### src/rtl/pc_gen.sv
// Fetch program-counter generator: reset hold, sequential step, redirect with
// alignment, trap entry with saved EPC, and trap return.
module pc_gen #(
    parameter int unsigned      WIDTH        = 32,
    parameter logic [WIDTH-1:0] RESET_VECTOR = WIDTH'(32'h0000_0000),
    parameter logic [WIDTH-1:0] TRAP_VECTOR  = WIDTH'(32'h0000_0100),
    parameter int unsigned      STEP         = 4,
    parameter int unsigned      ALIGN_BITS   = 2,
    parameter int unsigned      HOLD_CYCLES  = 1
) (
    input  logic             clk,
    input  logic             rst_n,
    input  logic             stall_in,
    input  logic             redirect_valid,
    input  logic [WIDTH-1:0] redirect_pc,
    input  logic             trap_valid,
    input  logic [WIDTH-1:0] trap_pc,
    input  logic             mret_valid,
    output logic [WIDTH-1:0] PC,
    output logic             pc_valid,
    output logic [WIDTH-1:0] epc,
    output logic             misalign
);

    localparam int unsigned CNT_W = (HOLD_CYCLES > 1) ? $clog2(HOLD_CYCLES) : 1;

    localparam logic [WIDTH-1:0] ALIGN_MASK = (WIDTH'(1) << ALIGN_BITS) - WIDTH'(1);
    localparam logic [WIDTH-1:0] STEP_W     = WIDTH'(STEP);

    localparam logic [0:0] ST_HOLD = 1'b0;
    localparam logic [0:0] ST_RUN  = 1'b1;

    logic [0:0]       state_q,    state_d;
    logic [CNT_W-1:0] hold_cnt_q, hold_cnt_d;
    logic [WIDTH-1:0] pc_q,       pc_d;
    logic [WIDTH-1:0] epc_q,      epc_d;
    logic             misalign_q, misalign_d;

    always_comb begin
        // NOTE: every _d signal gets a default first so no path leaves one unassigned (no latches).
        state_d    = state_q;
        hold_cnt_d = hold_cnt_q;
        pc_d       = pc_q;
        epc_d      = epc_q;
        misalign_d = misalign_q;

        case (state_q)
            ST_HOLD: begin
                if (hold_cnt_q == '0) begin
                    state_d = ST_RUN;
                end else begin
                    hold_cnt_d = hold_cnt_q - CNT_W'(1);
                end
            end
            ST_RUN: begin
                misalign_d = 1'b0;
                // Priority: trap > mret > redirect > stall > sequential step.
                if (trap_valid) begin
                    pc_d  = TRAP_VECTOR;
                    epc_d = trap_pc;
                end else if (mret_valid) begin
                    pc_d = epc_q;
                end else if (redirect_valid) begin
                    pc_d       = redirect_pc & ~ALIGN_MASK;
                    misalign_d = |(redirect_pc & ALIGN_MASK);
                end else if (!stall_in) begin
                    pc_d = pc_q + STEP_W;
                end
            end
            default: state_d = ST_HOLD;
        endcase
    end

    // NOTE: sequential state uses non-blocking assignments so all flops update together.
    always_ff @(posedge clk or negedge rst_n) begin
        if (!rst_n) begin
            state_q    <= ST_HOLD;
            hold_cnt_q <= CNT_W'(HOLD_CYCLES - 1);
            pc_q       <= RESET_VECTOR;
            epc_q      <= '0;
            misalign_q <= 1'b0;
        end else begin
            state_q    <= state_d;
            hold_cnt_q <= hold_cnt_d;
            pc_q       <= pc_d;
            epc_q      <= epc_d;
            misalign_q <= misalign_d;
        end
    end

    assign PC       = pc_q;
    assign pc_valid = (state_q == ST_RUN);
    assign epc      = epc_q;
    assign misalign = misalign_q;

endmodule

### config.mk
export PLATFORM = sky130hd
export DESIGN_NAME = pc_gen
export DESIGN_NICKNAME = d
export VERILOG_FILES = /design/src/rtl/pc_gen.sv
export SDC_FILE = /design/constraint.sdc
export NUM_CORES = 1
export LEC_CHECK = 0
export CAP_MARGIN = 10
export CORE_MARGIN = 1.5
export CORE_UTILIZATION = 45
export DETAILED_ROUTE_END_ITERATION = 16
export PLACE_DENSITY = 0.86
export RECOVER_POWER = 100
export SLEW_MARGIN = 20
export SYNTH_ARGS = -nofsm -noshare
export SYNTH_HDL_FRONTEND = slang
export SYNTH_SLANG_ARGS = --single-unit
export TNS_END_PERCENT = 20
### constraint.sdc
create_clock -name clk -period 2.7 [get_ports clk]
set_clock_uncertainty 0.05 [all_clocks]
set_input_delay 0.54 -clock clk [delete_from_list [all_inputs] [get_ports clk]]
set_output_delay 0.54 -clock clk [all_outputs]
set_load 0.02 [all_outputs]
==> results of run 1 <==
[final timing paths]
check                           cells past startpoint  startpoint      to  slack (ns)
worst max-delay path                                6  mret_valid  PC[24]        0.26
worst min-delay path                                1      PC[22]  PC[22]        0.48
worst max register to register                      7       PC[2]  PC[18]        0.32
worst min register to register                      1      PC[22]  PC[22]        0.48
max in group asynchronous                           2       rst_n  PC[24]        0.96
min in group asynchronous                           2       rst_n  PC[15]        0.66
[metal layers]
layer  up-vias  track usage  routed length (µm)
met5         -            0                   0
met4         0        0.104                 329
met3        44       0.0736                1320
met2       251        0.486                6050
met1      1929        0.370                4940
li1       1744            -                   -
[power by group through the flow]
stage	clock, mW	combinational, mW	sequential, mW
final	0.902	0.894	1.30
after global routing	0.954	0.954	1.32
after CTS	0.910	0.950	1.30
after detailed placement	0	0.945	1.32
after global placement	0	0.931	1.31
after floorplan	0	0.287	1.44
[logic make-up after synthesis]
logic type,after synthesis,synth area share
AND/OR/NAND/NOR,123,0.184
AO/OA/AOI/OAI,113,0.214
flip-flops,66,0.440
multiplexers,36,0.107
buffers and inverters,33,0.0367
XOR/XNOR,6,0.0140
adder cells (fa/ha/maj),1,0.00334
other,1,0.00100
[area by class of cell]
class                           instances  area [µm²]
Tap cell                              105         131
Timing Repair Buffer                  160        1530
Clock inverter                          5        80.1
Antenna cell                            1        2.50
Sequential cell                        66        1650
Inverter                                9        33.8
Multi-Input combinational cell        280        1940
Fill cell                             647        2640
Clock buffer                           10         128
[layout by cell type (no fill, tap or decap), drive strengths merged, types with 7 or more instances in the layout]
cell type	n
nand4	13
nand3	17
mux2	33
clkbuf	14
nor2	30
a22o	7
nand2	25
o22ai	10
o31ai	12
a21oi	16
dfrtp	66
o21ai	19
dlygate4sd3	67
clkdlybuf4s50	67
buf	22
inv	8
[registers in the layout, summed over array words and instances, names as in the netlist]
signal	count
epc	32
pc_valid	1
PC	32
misalign	1
[through the flow]
step | worst slack (ns) | util
6_report | 0.265 | 0.676
5_1_grt | 0.189 | 0.676
4_1_cts | 0.498 | 0.682
3_5_place_dp | 0.225 | 0.656
3_3_place_gp | 0.260 | 0.656
2_1_floorplan | 0.603 | -
[worst max-delay path, delay by kind of cell]
kind / cells / cell delay (ns)
buffers and inverters: 3 / 1.33
AOI/OAI and AO/OA: 2 / 0.44
and+or+nand+nor: 1 / 0.30
==> impl_results.md, run 1 <==
- Asr flop ratio synth: 1.00
- Post-synth EDFFs: 0
- Post-Syn Area per Cell: a little under 10 µm²
- GRT Residual Overflow: 0
- Violated checks: max-capacitance violations, max-slew violations
- CTS Hold Bufs: 0
- Die height: around 94 µm
- Post-CTS Resized: 0
- Worst path arrival time: 2.62 ns
- Final hold slack: between 0.4 and 0.5 ns
- ANT nets after route: 0
- Leakage: between 2 and 2.5 nW
- Min Tclk post-route: 2.44 ns
- Clock power share: 0.291
- Slowest CP cell: clkdlybuf4s50_1
- Comb pwr share: 0.289
- Final nets: approximately 600
- Period utilization: 0.902
- Post-CTS setup buffers: 0
- Gr usage total: 0.293
- Clk slew on worst S/H paths: approximately 0.07 ns
- Commonest cells in the netlist: dfrtp_1, mux2_2, nor2_1
- Layout area overhead: 46.6%
- Cell count after synthesis: ~380
- Yosys reg bits: between 60 and 70
- Status: complete, but fails checks
- Distinct cells, synth: 69
- Layout cells sized above 1: 0.155
- RSZ-0062 raised after global routing: no
- Synth Flop Type: dfrtp_1
- Max incr delay on CP: ~0.54 ns
- Top cell type's share of synthesized area: 0.440
- Core ar.: around 8100 µm²
- Hold Path Class: register to register
- Setup CP Type: input pin to register
- Max_cap viols: 1
- Hpwl dp: approximately 9.1 mm
- Power density cells: between 500 and 600 nW/µm²
- Post-synthesis instance area: 3750 µm²
- Initial antenna violation count: 1
- Most frequent cell after synthesis: dfrtp_1
- Sinks on Clock Net: 66
- DP Area: ~5300 µm²
- Die ar.: slightly below 9000 µm²
- Placed Instances: 620
- Vias in the first global route: around 3900
- Number of remaining DRC errors: 0
- Crit-path max FO: 13
- Final GP Congestion: about 0.97
- Net Sw Frac: 0.327
- Wire per inst: roughly 20 µm
- Maximum clock path buffer count: 2
- Ys Warns: 0
- First-pass GRT wire length: ~20 mm
- IO buf count: roughly 140
- Initial core utilization: 0.461
- Cells along the critical path: clkdlybuf4s50_1 > buf_4 > nor2_1 > clkbuf_1 > a41oi_1 > o22a_1
- Clk Latency, worst-skew pair: about 0.35 ns
- Total wire length: around 13 mm
- P_int: 2.08 mW
- Vias/cell: 6.24
- Final setup vio count: 0
- Total nets after synthesis: 450
- Num ports: 136
- Final Hold Fails: 0
- Endpoint class of the critical path: register
- Post-route cell area: 5500 µm²
- Main area contributors after synthesis: dfrtp_1, mux2_2, nor2_1
- Post-synthesis sequential area ratio: 0.440
- Post-Layout Cell Count: 636
- Total Power: between 3 and 4 mW
- WP data required: around 2.9 ns
- Flop pwr share: 0.420
- Net Sw Power: 1.01 mW
- Slew Viols, Final: 67
- Worst slew pin tran: about 1.7 ns
- Yosys top cell by area: dfrtp_1
- CP startpoint kind: input pin
- Peak supply drop: approximately 0.26 mV
- Largest net degree at the start of global routing: 67
- Clock root cell: clkbuf_8
- TritonCTS Buffers: 9
- Maximum clock frequency: approximately 0.41 GHz
- CTS tree: built
- # rows: 33
- Routed via count: about 4000
- Setup TNS: 0 ns
- DR iter-0 viols: 320
- CTS H-tree lvls: 3
- Drt pass-1 iters: 6
- Die W: 94.3 µm
- Relative slew slack: -0.112
No activity file was read; power rests on OpenSTA's default activity.
==> inputs of run 2 (changes only) <==
GPL_ROUTABILITY_DRIVEN = 1   (was unset)
==> results of run 2 <==
Final layout, timing and power as in run 1 (identical DEF).
==> inputs of run 3 (changes only) <==
CELL_PAD_IN_SITES_DETAIL_PLACEMENT = 0   (was unset)
CELL_PAD_IN_SITES_GLOBAL_PLACEMENT = 1   (was unset)
CORE_UTILIZATION = 34   (was 45)
PLACE_DENSITY = 0.87   (was 0.86)
clock period = 2.3 ns   (was 2.7 ns; I/O delays follow)
==> impl_results.md, run 3 (synthesis gave the netlist of run 1 again) <==
- Initial core utilization: 0.347
- Fillers: 989
- R2R depth: 6
- # rows: 38
- Hpwl dp: about 10 mm
- Peak supply drop: 0.306 mV
- First-pass GRT wire length: between 20 and 25 mm
- Max_cap viols: 0
- Net Sw Power: roughly 1.2 mW
- IO buf count: 135
- Area of the multi-input gates: 1960 µm²
- Slew Viols, Final: 0
- Total Power: between 3 and 4 mW
- CP startpoint kind: input pin
- Die W: around 110 µm
- Min Tclk post-route: roughly 2.2 ns
- Register area: 1650 µm²
- Critical path depth in cells: 8
- RSZ-0062 raised after global routing: no
- Slowest CP cell: clkdlybuf4s50_1
- Worst Hold Depth: 1
- DR iter-0 viols: 300
- CTS H-tree lvls: 3
- Commonest non-fill, non-tap cell in the layout: dlygate4sd3_1
- Crit-path max FO: 13
- Sinks on Clock Net: 66
- Clk Latency, worst-skew pair: approximately 0.35 ns
- Max incr delay on CP: 0.63 ns
- CTS tree: built
- TritonCTS Buffers: 9
- Buf/Inv on CP: 4
- Net Sw Frac: 0.333
- Flop pwr share: 0.434
- Clock root cell: clkbuf_8
- Drt pass-1 iters: 4
- Relative slew slack: 0.289
- Number of remaining DRC errors: 0
- Final Hold Fails: 0
- Vias/cell: approximately 5.6
- R2R setup slack: approximately 0.24 ns
- Final nets: slightly above 600
- Routed via count: a little under 4000
- Layout area overhead: 52.1%
- Final GP Congestion: 0.933
- WP data required: ~2.5 ns
- ANT nets after route: 0
- Setup CP Type: input pin to register
- Worst path arrival time: around 2.4 ns
- Final setup vio count: 0
- GRT Residual Overflow: 0
- Diode count: 0
- DP Area: ~5600 µm²
- Total wire length: 13.0 mm
- CP top delay family: buffers and inverters
- Maximum clock path buffer count: 2
- Cells along the critical path: clkdlybuf4s50_1 > inv_1 > buf_4 > a31oi_1 > clkbuf_2 > o21ai_0 > o21ai_0 > nor3_1
- Die ar.: 11700 µm²
- Wire per inst: 18.8 µm
- Commonest non-fill, non-tap cells in the layout: dlygate4sd3_1, clkdlybuf4s50_1, dfrtp_1
- Die height: 108 µm
- Post-CTS setup buffers: 0
- Largest net degree at the start of global routing: 26
- Status: finished, final reports clean
- Endpoint class of the critical path: register
- Post-route cell area: around 5700 µm²
- P_int: between 2 and 2.5 mW
- Leakage: 2.38 nW
- Core ar.: 10800 µm²
- Period utilization: 0.952
- Clock power share: 0.255
- Power density cells: 612 nW/µm²
- Comb pwr share: 0.311
- CP dominant cell by count: o21ai_0
- Clk slew on worst S/H paths: ~0.070 ns
- Layout cells sized above 1: 0.188
- Num ports: ~140
- Worst slew pin tran: 1.07 ns
- Initial antenna violation count: 0
- Vias in the first global route: around 4000
- Maximum clock frequency: 0.456 GHz
- Gr usage total: 0.234
- Hold Path Class: register to register
[run 3: path summary, 6_finish.rpt]
path | start | endpoint
setup / recovery | mret_valid | PC[26]
hold / removal | PC[0] | PC[0]
setup reg to reg | PC[2] | PC[28]
hold reg to reg | PC[0] | PC[0]
max in group asynchronous | rst_n | PC[6]
min in group asynchronous | rst_n | pc_valid
[run 3: cell type report]
cell class / instances / area share
Clock buffer: 12 / 0.0290
Inverter: 9 / 0.00592
Multi-Input combinational cell: 280 / 0.343
Sequential cell: 66 / 0.290
Tap cell: 140 / 0.0307
Timing Repair Buffer: 185 / 0.301
[run 3: power by group through the flow]
stage | registers (mW) | logic (mW) | clock network (mW)
floorplan | 1.68 | 0.336 | 0
global placement | 1.53 | 1.15 | 0
detailed placement | 1.54 | 1.16 | 0
CTS | 1.52 | 1.17 | 0.909
global route | 1.54 | 1.17 | 0.958
finish | 1.51 | 1.08 | 0.890
[run 3: repair_timing]
action	CTS	global route
hold buffers	1	0
endpoints found under the setup margin	1	0
resized for setup	1	0
hold endpoints to repair	3	0
[run 3: layer usage]
metal,track usage,wire [µm]
met1,0.295,5310
met2,0.373,6450
met3,0.0494,929
met4,0.130,285
met5,0,0
[run 3: through the flow]
| stage | hold slack [ns] | setup TNS [ns] | cells | worst slack, ns | util |
|---|---|---|---|---|---|
| global route | 0.492 | 0 | 692 | 0.0502 | 0.528 |
| CTS | 0.471 | 0 | 692 | 0.185 | 0.535 |
| finish | 0.462 | 0 | 692 | 0.109 | 0.528 |
| global placement | 0.376 | -0.229 | 679 | -0.0977 | 0.519 |
| floorplan | 0.114 | 0 | 379 | 0.203 | - |
| detailed placement | 0.374 | -0.655 | 679 | -0.120 | 0.519 |
==> RTL edit 1, RTL diff (flow settings as in run 2) <==
The parameter `WIDTH` goes from 32 to 28.
--- a/src/rtl/pc_gen.sv
+++ b/src/rtl/pc_gen.sv
@@ -1,7 +1,7 @@
 // Fetch program-counter generator: reset hold, sequential step, redirect with
 // alignment, trap entry with saved EPC, and trap return.
 module pc_gen #(
-    parameter int unsigned      WIDTH        = 32,
+    parameter int unsigned      WIDTH        = 28,
     parameter logic [WIDTH-1:0] RESET_VECTOR = WIDTH'(32'h0000_0000),
     parameter logic [WIDTH-1:0] TRAP_VECTOR  = WIDTH'(32'h0000_0100),
     parameter int unsigned      STEP         = 4,
Interface: changed (resized PC, epc, redirect_pc and trap_pc); port bits go from 136 to 120. No check against the original RTL was run, so the function may have changed too.
==> RTL edit 1 against run 2 <==
Utilization fell by 0.25 points. Highest routed layer unchanged. Worst setup slack about the same. Die area is 11% lower. Wire length is 18% lower. Final area down 12%. Sequential cell count down 8. Power shrank 16%. Sequential share of layout area barely moved. Area after synthesis is 11% lower.
==> RTL edit 1: results <==
group,metric,value,unit
yosys,async_reset_ff_frac,1.00,
sta,min_period_over_period,0.902,
clocking,clock_insertion_delay_worst_skew,0.35,ns
final_layout,count_of_fill_cells_added_during_filler_insertion,584,
detailed_routing,drt_iter0_drc,298,
pwr,powerSeq,1.13,mW
min_path,holdCritPathClass,"input pin to asynchronous set/reset pin",
pwr,clockPowerShare,0.294,
placement,pre_cts_ws,0.277,ns
detailed_routing,maxUsedRoutingLayer,"met4",
yosys,synthXorXnorAreaFrac,0.00528,
placement,place.gp.congestion,0.910,
pwr,sw_frac_of_total,0.327,
yosys,synth.yosys.warnings,0,
sta,worst_slew_pin_tran,1.40,ns
detailed_routing,route.met2.wl,5.02,mm
yosys,synth_adder_area_share,0.00377,
global_routing,initial_antenna_violation_count,0,
worst_setup_path,worst_setup_path_endpoint,"PC[8]",
worst_setup_path,worst_r2r_path_depth,6,
detailed_routing,vias_per_cell,5.97,
yosys,ys_top_cells_by_area,"dfrtp_1 (44%), mux2_1 (6.8%), nor2_1 (3.7%)",
run_status,result_of_the_run,"finished clean",
detailed_routing,total_routed_wire_length_on_the_met1_layer,4.10,mm
global_routing,wire_length_of_the_first_global_routing_pass,16.4,mm
final_layout,fraction_of_final_layout_cells_with_drive_strength_greater_than_1,0.0911,
clocking,cts.clk_slew.worst_paths,0.07,ns
worst_setup_path,slowest_delay,0.66,ns
placement,dp.final_hpwl,7.71,mm
global_routing,met3_usage,0.0616,
detailed_routing,dr_wl_met3,1.03,mm
worst_setup_path,crit-reg2reg-capture,"PC[11]",
worst_setup_path,cpMaxStageDelayCell,"dlygate4sd3_1",
pwr,max-vdd-ir-drop,0.308,mV
global_routing,grt_use_total,0.276,
yosys,synth_sequential_area_ratio,0.437,
final_layout,nets,531,
yosys,synth.area.mux_share,0.107,
worst_setup_path,worst_ep_arrival_time,2.63,ns
pwr,static-leakage-power,2.03,nW
worst_setup_path,timing.rr.start,"pc_valid",
yosys,fraction_of_the_mapped_netlist_area_in_compound_gates,0.229,
global_routing,global_route.usage.met2,0.455,
placement,port_buffers,119,
global_routing,gr-usage-met1,0.352,
clocking,clock_tree.root_cell,"clkbuf_8",
yosys,synth_fp_nets,403,
yosys,synth_ff_type,"dfrtp_1",
final_layout,num_antenna_cells,0,
detailed_routing,detail_route.first_pass.iterations,5,
worst_setup_path,critPathMaxFanout,13,
yosys,synth_top_cells_by_count,"dfrtp_1 (58), nor2_1 (33), mux2_1 (20), nand2_1 (20), o21ai_1 (18)",
yosys,yosysUniqueCellTypes,59,
worst_setup_path,regToRegSetupSlack,0.54,ns
global_routing,grt_max_degree,31,
global_routing,first_global_vias,3282,
worst_setup_path,crit_start,"mret_valid",
detailed_routing,detail_route.wirelength,10.3,mm
-- RTL edit 1: critical path: cells and delay by family --
kind,cells,cell delay (ns)
simple gates,1,0.21
buf+inv,3,1.37
compound gates,3,0.49
-- RTL edit 1: per-stage QoR --
step	area, um^2	power, mW	utilization	hold WS (ns)	cells
6_report	4830	2.61	0.673	0.234	571
2_1_floorplan	3320	1.47	-	0.194	340
3_5_place_dp	4690	1.91	0.653	0.426	556
4_1_cts	4880	2.67	0.680	0.0571	571
3_3_place_gp	4690	1.89	0.653	0.419	556
5_1_grt	4830	2.74	0.673	0.324	571
-- RTL edit 1: cell type report --
type,count,area share
Tap cell,99,0.0256
Sequential cell,58,0.300
Multi-Input combinational cell,246,0.356
Inverter,14,0.0109
Timing Repair Buffer,139,0.268
Clock buffer,13,0.0370
Clock inverter,2,0.00207
==> RTL edit 2, RTL diff (settings of run 2) <==
Made on the original files. Reset style: synchronous (`rst_n`), changed in one clocked block.
--- a/src/rtl/pc_gen.sv
+++ b/src/rtl/pc_gen.sv
@@ -72,7 +72,7 @@
     end
 
     // NOTE: sequential state uses non-blocking assignments so all flops update together.
-    always_ff @(posedge clk or negedge rst_n) begin
+    always_ff @(posedge clk) begin
         if (!rst_n) begin
             state_q    <= ST_HOLD;
             hold_cnt_q <= CNT_W'(HOLD_CYCLES - 1);
Formal check against the unedited RTL: differs if rst_n is asserted again (counterexample within 4 cycles, from zero or initial values and one cycle with rst_n low); with rst_n held inactive, the same outputs for 10 cycles.
==> RTL edit 2 against run 2 <==
Synthesized cell count is 26% higher. Sequential cell count stayed put. Largest cell class unchanged. Wire length is 5.4% higher. Area after synthesis is 3.1% lower. Critical endpoint is now PC[19]. Critical path type unchanged. Final area is 2.6% lower. Worst setup slack worse by 0.016 ns.
Power is not compared: it rests on default switching activity, and its combinational part moved more than twofold at a synthesized area within 25%.
==> RTL edit 2: results <==
group,metric,value,unit
sta,maxSlewHeadroom,0.531,
clocking,tritoncts.num_buffers,9,
clocking,clock_insertion_delay_worst_skew,0.35,ns
detailed_routing,drt_iter0_drc,421,
placement,port_buffers,135,
clocking,cts_max_level,3,
final_layout,fraction_of_final_layout_cells_with_drive_strength_greater_than_1,0.0722,
detailed_routing,detail_route.first_pass.iterations,5,
global_routing,grt_max_degree,29,
clocking,post_cts_resized,0,
pwr,max-vdd-ir-drop,0.276,mV
global_routing,gr-usage-met1,0.427,
clocking,cts.clk_slew.worst_paths,0.07,ns
yosys,synthXorXnorAreaFrac,0.0217,
min_path,holdCritPathClass,"flop to flop",
global_routing,grt_use_total,0.314,
worst_setup_path,critPathMaxFanout,28,
detailed_routing,vias_per_cell,5.87,
clocking,postCtsSetupRepairBufs,0,
run_status,result_of_the_run,"finished clean",
detailed_routing,detail_route.wirelength,13.3,mm
placement,dp.final_hpwl,10.1,mm
global_routing,met3_usage,0.0575,
final_layout,count_of_fill_cells_added_during_filler_insertion,668,
pwr,static-leakage-power,2.15,nW
yosys,synth_fp_nets,547,
yosys,synth_ff_type,"dfxtp_1",
yosys,synth_adder_area_share,0.00344,
yosys,synth.yosys.warnings,0,
yosys,synth_top_cells_by_count,"nand2_1 (93), dfxtp_1 (66), a21oi_1 (47)",
yosys,fraction_of_the_mapped_netlist_area_in_compound_gates,0.274,
global_routing,first_global_vias,3973,
global_routing,global_route.usage.met2,0.490,
placement,pre_cts_ws,0.165,ns
global_routing,initial_antenna_violation_count,0,
worst_setup_path,regToRegSetupSlack,0.28,ns
worst_setup_path,worst_ep_arrival_time,2.67,ns
yosys,synth_sequential_area_ratio,0.364,
sta,final.setup.worst_slack,0.248,ns
global_routing,grt_most_used_layer,"met2",
yosys,yosysUniqueCellTypes,58,
placement,place.gp.congestion,0.947,
global_routing,wire_length_of_the_first_global_routing_pass,20.9,mm
sta,fin_worst_hold_slack,0.416,ns
clocking,clock_tree.root_cell,"clkbuf_8",
yosys,synth.area.mux_share,0.0193,
final_layout,num_antenna_cells,0,
yosys,ys_top_cells_by_area,"dfxtp_1 (36%), nand2_1 (9.6%), a21oi_1 (6.5%)",
final_layout,nets,689,
flow_run,max_cap_viol_count,0,
yosys,async_reset_ff_frac,0,
clocking,clock_path_buffers,2,
RTL edit 2: cell types whose count changed in the layout (fill, tap and decap cells not counted), sizes merged, moves of 6 or more:
cell   change
a21o       +7
o31ai      -8
a21oi     +31
dfxtp     +66
nor2       +6
dfrtp     -66
nand2     +68
mux2      -33
RTL edit 2: worst max-delay path, stage by stage:
cell and delay (ns):
dlygate4sd3_1 0.57, clkbuf_1 0.49, inv_1 0.12, clkbuf_2 0.41, buf_4 0.35, a211oi_1 0.17
RTL edit 2: routing by layer:
metal,wire length [um],up-vias,share of wire
li1,-,2012,-
met1,5810,1980,0.44
met2,6240,232,0.47
met3,934,32,0.070
met4,330,0,0.025
met5,0,-,0
RTL edit 2: area by class of cell:
type / instances / area [um^2] / share of cell area
clock inverter: 6 / 57.6 / 0.0108
multi-input combinational: 369 / 2140 / 0.399
inverter: 11 / 41.3 / 0.00771
timing repair buffer: 161 / 1540 / 0.288
clock buffer: 10 / 128 / 0.0238
sequential: 66 / 1320 / 0.247
tap: 102 / 128 / 0.0238
RTL edit 2: where the power goes:
group / internal (mW) / leakage, nW / switching [mW]
Sequential: 1.01 / 0.538 / 0.0497
Clock: 0.420 / 0.0958 / 0.391
Combinational: 0.218 / 1.51 / 0.219
RTL edit 2: through the flow:
stage,area [um^2],instances,utilization
global route,5350,725,0.689
CTS,5390,725,0.694
detailed placement,5200,709,0.670
finish,5350,725,0.689
floorplan,3630,476,-
global placement,5200,709,0.670
RTL edit 2: final timing paths:
path,to,start,cells after the start
worst min register to register,PC[0],PC[0],2
worst max register to register,PC[30],PC[2],6
worst min-delay path,PC[0],PC[0],2
worst max-delay path,PC[19],rst_n,6
RTL edit 2: cell families (layout without fill, tap and decap cells):
group,Yosys count,count (layout)
xor+xnor,9,9
flops,66,66
fa+ha+maj,1,1
simple gates,201,201
buf+inv,41,188
compound gates,151,151
mux,7,7
